## src/rtl/cache_fill_fsm.sv

```systemverilog
// Cache miss fill controller: stalls the pipeline, streams one block from memory into the data array, then writes the tag.
// Optional CACHE_FILL_PERF_EN adds a saturating completed-fill counter output (fill_count).
module cache_fill_fsm #(
  parameter int ADDR_W      = 16,
  parameter int WORD_W      = 16,
  parameter int BLOCK_WORDS = 8
) (
  input  logic                           clk,
  input  logic                           rst,
  input  logic                           miss_detected,
  input  logic [ADDR_W-1:0]              miss_address,
  input  logic                           memory_data_valid,
  input  logic [WORD_W-1:0]              memory_data,
  output logic                           fsm_busy,
  output logic                           mem_read_en,
  output logic [ADDR_W-1:0]              memory_address,
  output logic                           write_data_array,
  output logic [$clog2(BLOCK_WORDS)-1:0] word_index,
  output logic [WORD_W-1:0]              fill_data,
`ifdef CACHE_FILL_PERF_EN
  output logic [15:0]                    fill_count,
`endif
  output logic                           write_tag_array
);

  localparam int IDX_W = $clog2(BLOCK_WORDS);
  localparam int CNT_W = IDX_W + 1;
  localparam int OFF_W = IDX_W + 1;
  localparam logic [ADDR_W-1:0] OFF_MASK = ADDR_W'((1 << OFF_W) - 1);
  localparam logic [CNT_W-1:0]  CNT_FULL = CNT_W'(BLOCK_WORDS);
  localparam logic [CNT_W-1:0]  CNT_LAST = CNT_W'(BLOCK_WORDS - 1);

  // Handshake: memory takes one request per cycle whenever mem_read_en=1 (no ready);
  // memory_data_valid marks one returned word per cycle, in request order.

  typedef enum logic [1:0] {
    IDLE = 2'd0,
    FILL = 2'd1
  } state_e;

  state_e              state_q, state_d;
  logic [ADDR_W-1:0]   base_q, base_d;
  logic [CNT_W-1:0]    issue_cnt_q, issue_cnt_d;
  logic [CNT_W-1:0]    recv_cnt_q, recv_cnt_d;

  always_ff @(posedge clk or posedge rst) begin
    if (rst) begin
      state_q     <= IDLE;
      base_q      <= '0;
      issue_cnt_q <= '0;
      recv_cnt_q  <= '0;
    end else begin
      state_q     <= state_d;
      base_q      <= base_d;
      issue_cnt_q <= issue_cnt_d;
      recv_cnt_q  <= recv_cnt_d;
    end
  end

  always_comb begin
    state_d          = state_q;
    base_d           = base_q;
    issue_cnt_d      = issue_cnt_q;
    recv_cnt_d       = recv_cnt_q;
    fsm_busy         = 1'b0;
    mem_read_en      = 1'b0;
    memory_address   = '0;
    write_data_array = 1'b0;
    word_index       = '0;
    fill_data        = '0;
    write_tag_array  = 1'b0;

    case (state_q)
      IDLE: begin
        // Combinational stall so the pipeline freezes in the miss cycle itself.
        fsm_busy = miss_detected & ~rst;
        if (miss_detected) begin
          base_d      = miss_address & ~OFF_MASK;
          issue_cnt_d = '0;
          recv_cnt_d  = '0;
          state_d     = FILL;
        end
      end
      FILL: begin
        fsm_busy = 1'b1;
        if (issue_cnt_q < CNT_FULL) begin
          mem_read_en    = 1'b1;
          memory_address = base_q + (ADDR_W'(issue_cnt_q) << 1);
          issue_cnt_d    = issue_cnt_q + 1'b1;
        end
        if (memory_data_valid && (recv_cnt_q < CNT_FULL)) begin
          write_data_array = 1'b1;
          word_index       = recv_cnt_q[IDX_W-1:0];
          fill_data        = memory_data;
          recv_cnt_d       = recv_cnt_q + 1'b1;
          if (recv_cnt_q == CNT_LAST) begin
            write_tag_array = 1'b1;
            state_d         = IDLE;
          end
        end
      end
      default: state_d = IDLE;
    endcase
  end

`ifdef CACHE_FILL_PERF_EN
  logic [15:0] fill_count_q, fill_count_d;

  always_comb begin
    fill_count_d = fill_count_q;
    if (write_tag_array && (fill_count_q != 16'hFFFF)) begin
      fill_count_d = fill_count_q + 16'd1;
    end
  end

  always_ff @(posedge clk or posedge rst) begin
    if (rst) begin
      fill_count_q <= '0;
    end else begin
      fill_count_q <= fill_count_d;
    end
  end

  assign fill_count = fill_count_q;
`endif

endmodule

```

## config.mk

```make
export PLATFORM = sky130hd
export DESIGN_NAME = cache_fill_fsm
export DESIGN_NICKNAME = d
export VERILOG_FILES = /design/src/rtl/cache_fill_fsm.sv
export SDC_FILE = /design/constraint.sdc
export NUM_CORES = 1
export LEC_CHECK = 0
export BUFFER_PORTS_ARGS = -buffer_cell sky130_fd_sc_hd__buf_4
export CORE_MARGIN = 2
export CORE_UTILIZATION = 35
export DETAILED_ROUTE_END_ITERATION = 16
export GPL_TIMING_DRIVEN = 0
export HOLD_SLACK_MARGIN = 0.05
export MAX_ROUTING_LAYER = met4
export PLACE_DENSITY = 0.69
export SLEW_MARGIN = 30
export SYNTH_ARGS = -nofsm -noshare
export SYNTH_HDL_FRONTEND = slang
export SYNTH_SLANG_ARGS = --single-unit
```

## constraint.sdc

```tcl
create_clock -name clk -period 2.8 [get_ports clk]
set_input_delay 0.56 -clock clk [delete_from_list [all_inputs] [get_ports clk]]
set_output_delay 0.56 -clock clk [all_outputs]
set_load 0.05 [all_outputs]
```

==> impl_metrics.ini <==
[synth]
syn-num-nets = 169
synth.area.top_cells = dfrtp_1 (47%), and2_1 (18%), nand2_1 (15%)
synth_top_area_share_pct = 46.8
synthArstFlopShare_pct = 100
synth_area_per_cell_um2 = 8.57
syn_inst = 131
yosys.area.top_type = dfrtp_1
synth_edf_count = 0
syn_area_um2 = 1120
ys_ff_latch = 21
synthDistinctLibCells = 22
synth_ff_type = dfrtp_1
ys_warn_count = 0
yosysSeqAreaShare_pct = 46.8

[clock_network]
cts_max_level = 1
cts_resized = 0
clkSinkCount = 21
clock_path_buffers = 2
cts_buffers = 3
cts.reportedPaths.clkPinSlew_ns = 0.12
cts_tree = built
cts-root-buf = clkbuf_4
clk_latency_ns = 0.30
cts.hold.buffers_added = 0
post_cts_buffers = 0

[worst_setup_path]
worstSetupPathType = input port to output pin
r2r_start = state_q[0]
critPathRequiredTime_ns = 2.24
critical_path.max_fanout = 22
cp-start-kind = input port
critPathMaxStageDelay_ns = 0.58
cpMostUsedCell = buf_4
path_buf_inv = 3
cpLargestDelayFamily = buffers and inverters
crit_chain = buf_4 > inv_1 > a21o_1 > buf_4
endpoint_kind = output pin
worst_ep_arrival_time_ns = 1.66
crit_slowest_cell = inv_1
rr_worst_depth = 4
rrSetupSlack_ns = 1.51
r2r-end = recv_cnt_q[3]

[routing]
drt_pre_antenna_iters = 4
via_count = 1101
drtAntennaViolNets = 0
drt_iter0_drc = 12
route.detailed.drc = 0
wirelength_um = 2820
wl_per_cell_um = 11.4
vias_per_cell = 4.44

[placement]
gp_congestion = 0.697
io_buffers = 69
dp_hpwl_um = 2160

[power]
ir_worst_vdd_mv = 0.457
power.density_nw_per_um2 = 1070
p_leak_nw = 0.962

[min_path]
hp-class = input port to asynchronous set/reset pin

[sta]
skew_ns = 0.00449
rsz0062_at_grt = false
hold_ws_ns = 0.402
slew_headroom_pct = 46.2
drv_slew = 0
hold_viol = 0
period_minus_slack_ns = 2.22
finalSetupTns_ns = 0
max_freq_mhz = 451
setup_viol = 0
finalCritPeriodShare_pct = 79.1
tightest_slew_ns = 0.807

[finish]
drive_gt1_share_pct = 40.2
syn2layout_area_growth_pct = 53.4
fillers = 301
n_antenna_cell = 0
fin_nets = 243

[flow_run]
maxCapViolCount = 0

[global_route]
grt_max_degree = 23
grt_remaining_overflow = 0
grt_antenna_before_repair = 0
grt_pass1_wl_um = 4430
gr-usage-all-layers_pct = 16.5
grt_pass1_vias = 1042

[die]
die_h_um = 60.6
die_x_um = 60.6
rows = 20
die_area_um2 = 3680
start_util_pct = 36.8
core_um2 = 3050
pin_count = 75

[outcome]
status = completed
-- per-stage QoR --
stage	cell area, um^2	utilization, %	total power [mW]	instances	setup WS [ns]
3_5_place_dp	1700	55.5	1.71	244	0.513
2_1_floorplan	1120	-	1.37	131	0.627
6_report	1720	56.4	1.84	248	0.584
4_1_cts	1720	56.4	1.86	248	0.510
5_1_grt	1720	56.4	1.97	248	0.434
3_3_place_gp	1700	55.5	1.68	244	0.539
-- power by group --
group          total, mW  switching [mW]  leakage [nW]  internal [mW]
clock              0.146          0.0901        0.0150         0.0555
combinational       1.16           0.760         0.694          0.396
sequential         0.539          0.0952         0.254          0.444
total               1.84           0.946         0.962          0.896
-- worst register-to-register path, stage by stage, from the launching register on --
cell and delay, ns:
dfrtp_1 0.47, and3b_1 0.20, buf_6 0.13, and2_4 0.15, a32o_1 0.24
-- metal layers --
metal / routed length (um) / global-route usage, % / part of all wire, %
met2: 1390 / 26.7 / 49
met1: 1160 / 20.8 / 41
met3: 255 / 2.35 / 9.0
met4: 15 / 6.52 / 0.53
met5: 0 / - / 0
-- synthesized netlist by cell type, types with 2 or more instances --
library cell	n
buf_2	5
and2_1	33
ha_1	2
o21ai_0	2
buf_4	2
nand2_1	45
dfrtp_1	21
nor2_1	4
mux2i_1	3
nor2b_1	2
-- how the worst max path moves through the flow --
stage / from / endpoint / slack, ns / cells after the start
floorplan: memory_data_valid / fill_data[10] / 0.63 / 4
global placement: rst / fsm_busy / 0.54 / 4
detailed placement: rst / fsm_busy / 0.51 / 4
CTS: rst / fsm_busy / 0.51 / 4
global route: rst / fsm_busy / 0.43 / 4
finish: rst / fsm_busy / 0.58 / 4
-- sequential cells by signal (all words and copies together) (netlist names) --
name         count
recv_cnt_q       4
issue_cnt_q      4
state_q          1
base_q          12
-- cells in the final DEF, fill, tap and decap left out, types with 2 or more instances in the layout --
| cell | netlist | routed |
|---|---|---|
| and2_1 | 33 | 33 |
| buf_2 | 5 | 5 |
| buf_4 | 2 | 71 |
| clkbuf_4 | 0 | 3 |
| dfrtp_1 | 21 | 21 |
| ha_1 | 2 | 2 |
| mux2i_1 | 3 | 3 |
| nand2_1 | 45 | 45 |
| nor2_1 | 4 | 4 |
| nor2b_1 | 2 | 2 |
| o21ai_0 | 2 | 2 |
-- kinds of logic (layout without fill, tap and decap cells) --
kind of cell             Yosys count  count (layout)  synth area share (%)
other                              1               1                 0.334
XOR/XNOR                           1               1                 0.781
AO/OA/AOI/OAI                      5               5                  3.23
buffers and inverters             10              83                  5.35
adder cells (fa/ha/maj)            2               2                  2.23
flip-flops                        21              21                  46.8
AND/OR/NAND/NOR                   88              88                  38.6
multiplexers                       3               3                  2.68
-- layout make-up --
| cell class | count | area [um^2] | share of cell area, % |
|---|---|---|---|
| Sequential cell | 21 | 526 | 30.5 |
| Multi-Input combinational cell | 100 | 537 | 31.2 |
| Timing Repair Buffer | 69 | 518 | 30.1 |
| Inverter | 1 | 3.75 | 0.218 |
| Buffer | 9 | 56.3 | 3.27 |
| Tap cell | 44 | 55.1 | 3.20 |
| Clock buffer | 4 | 26.3 | 1.53 |
Note: power is estimated with default switching activity, not from simulation.
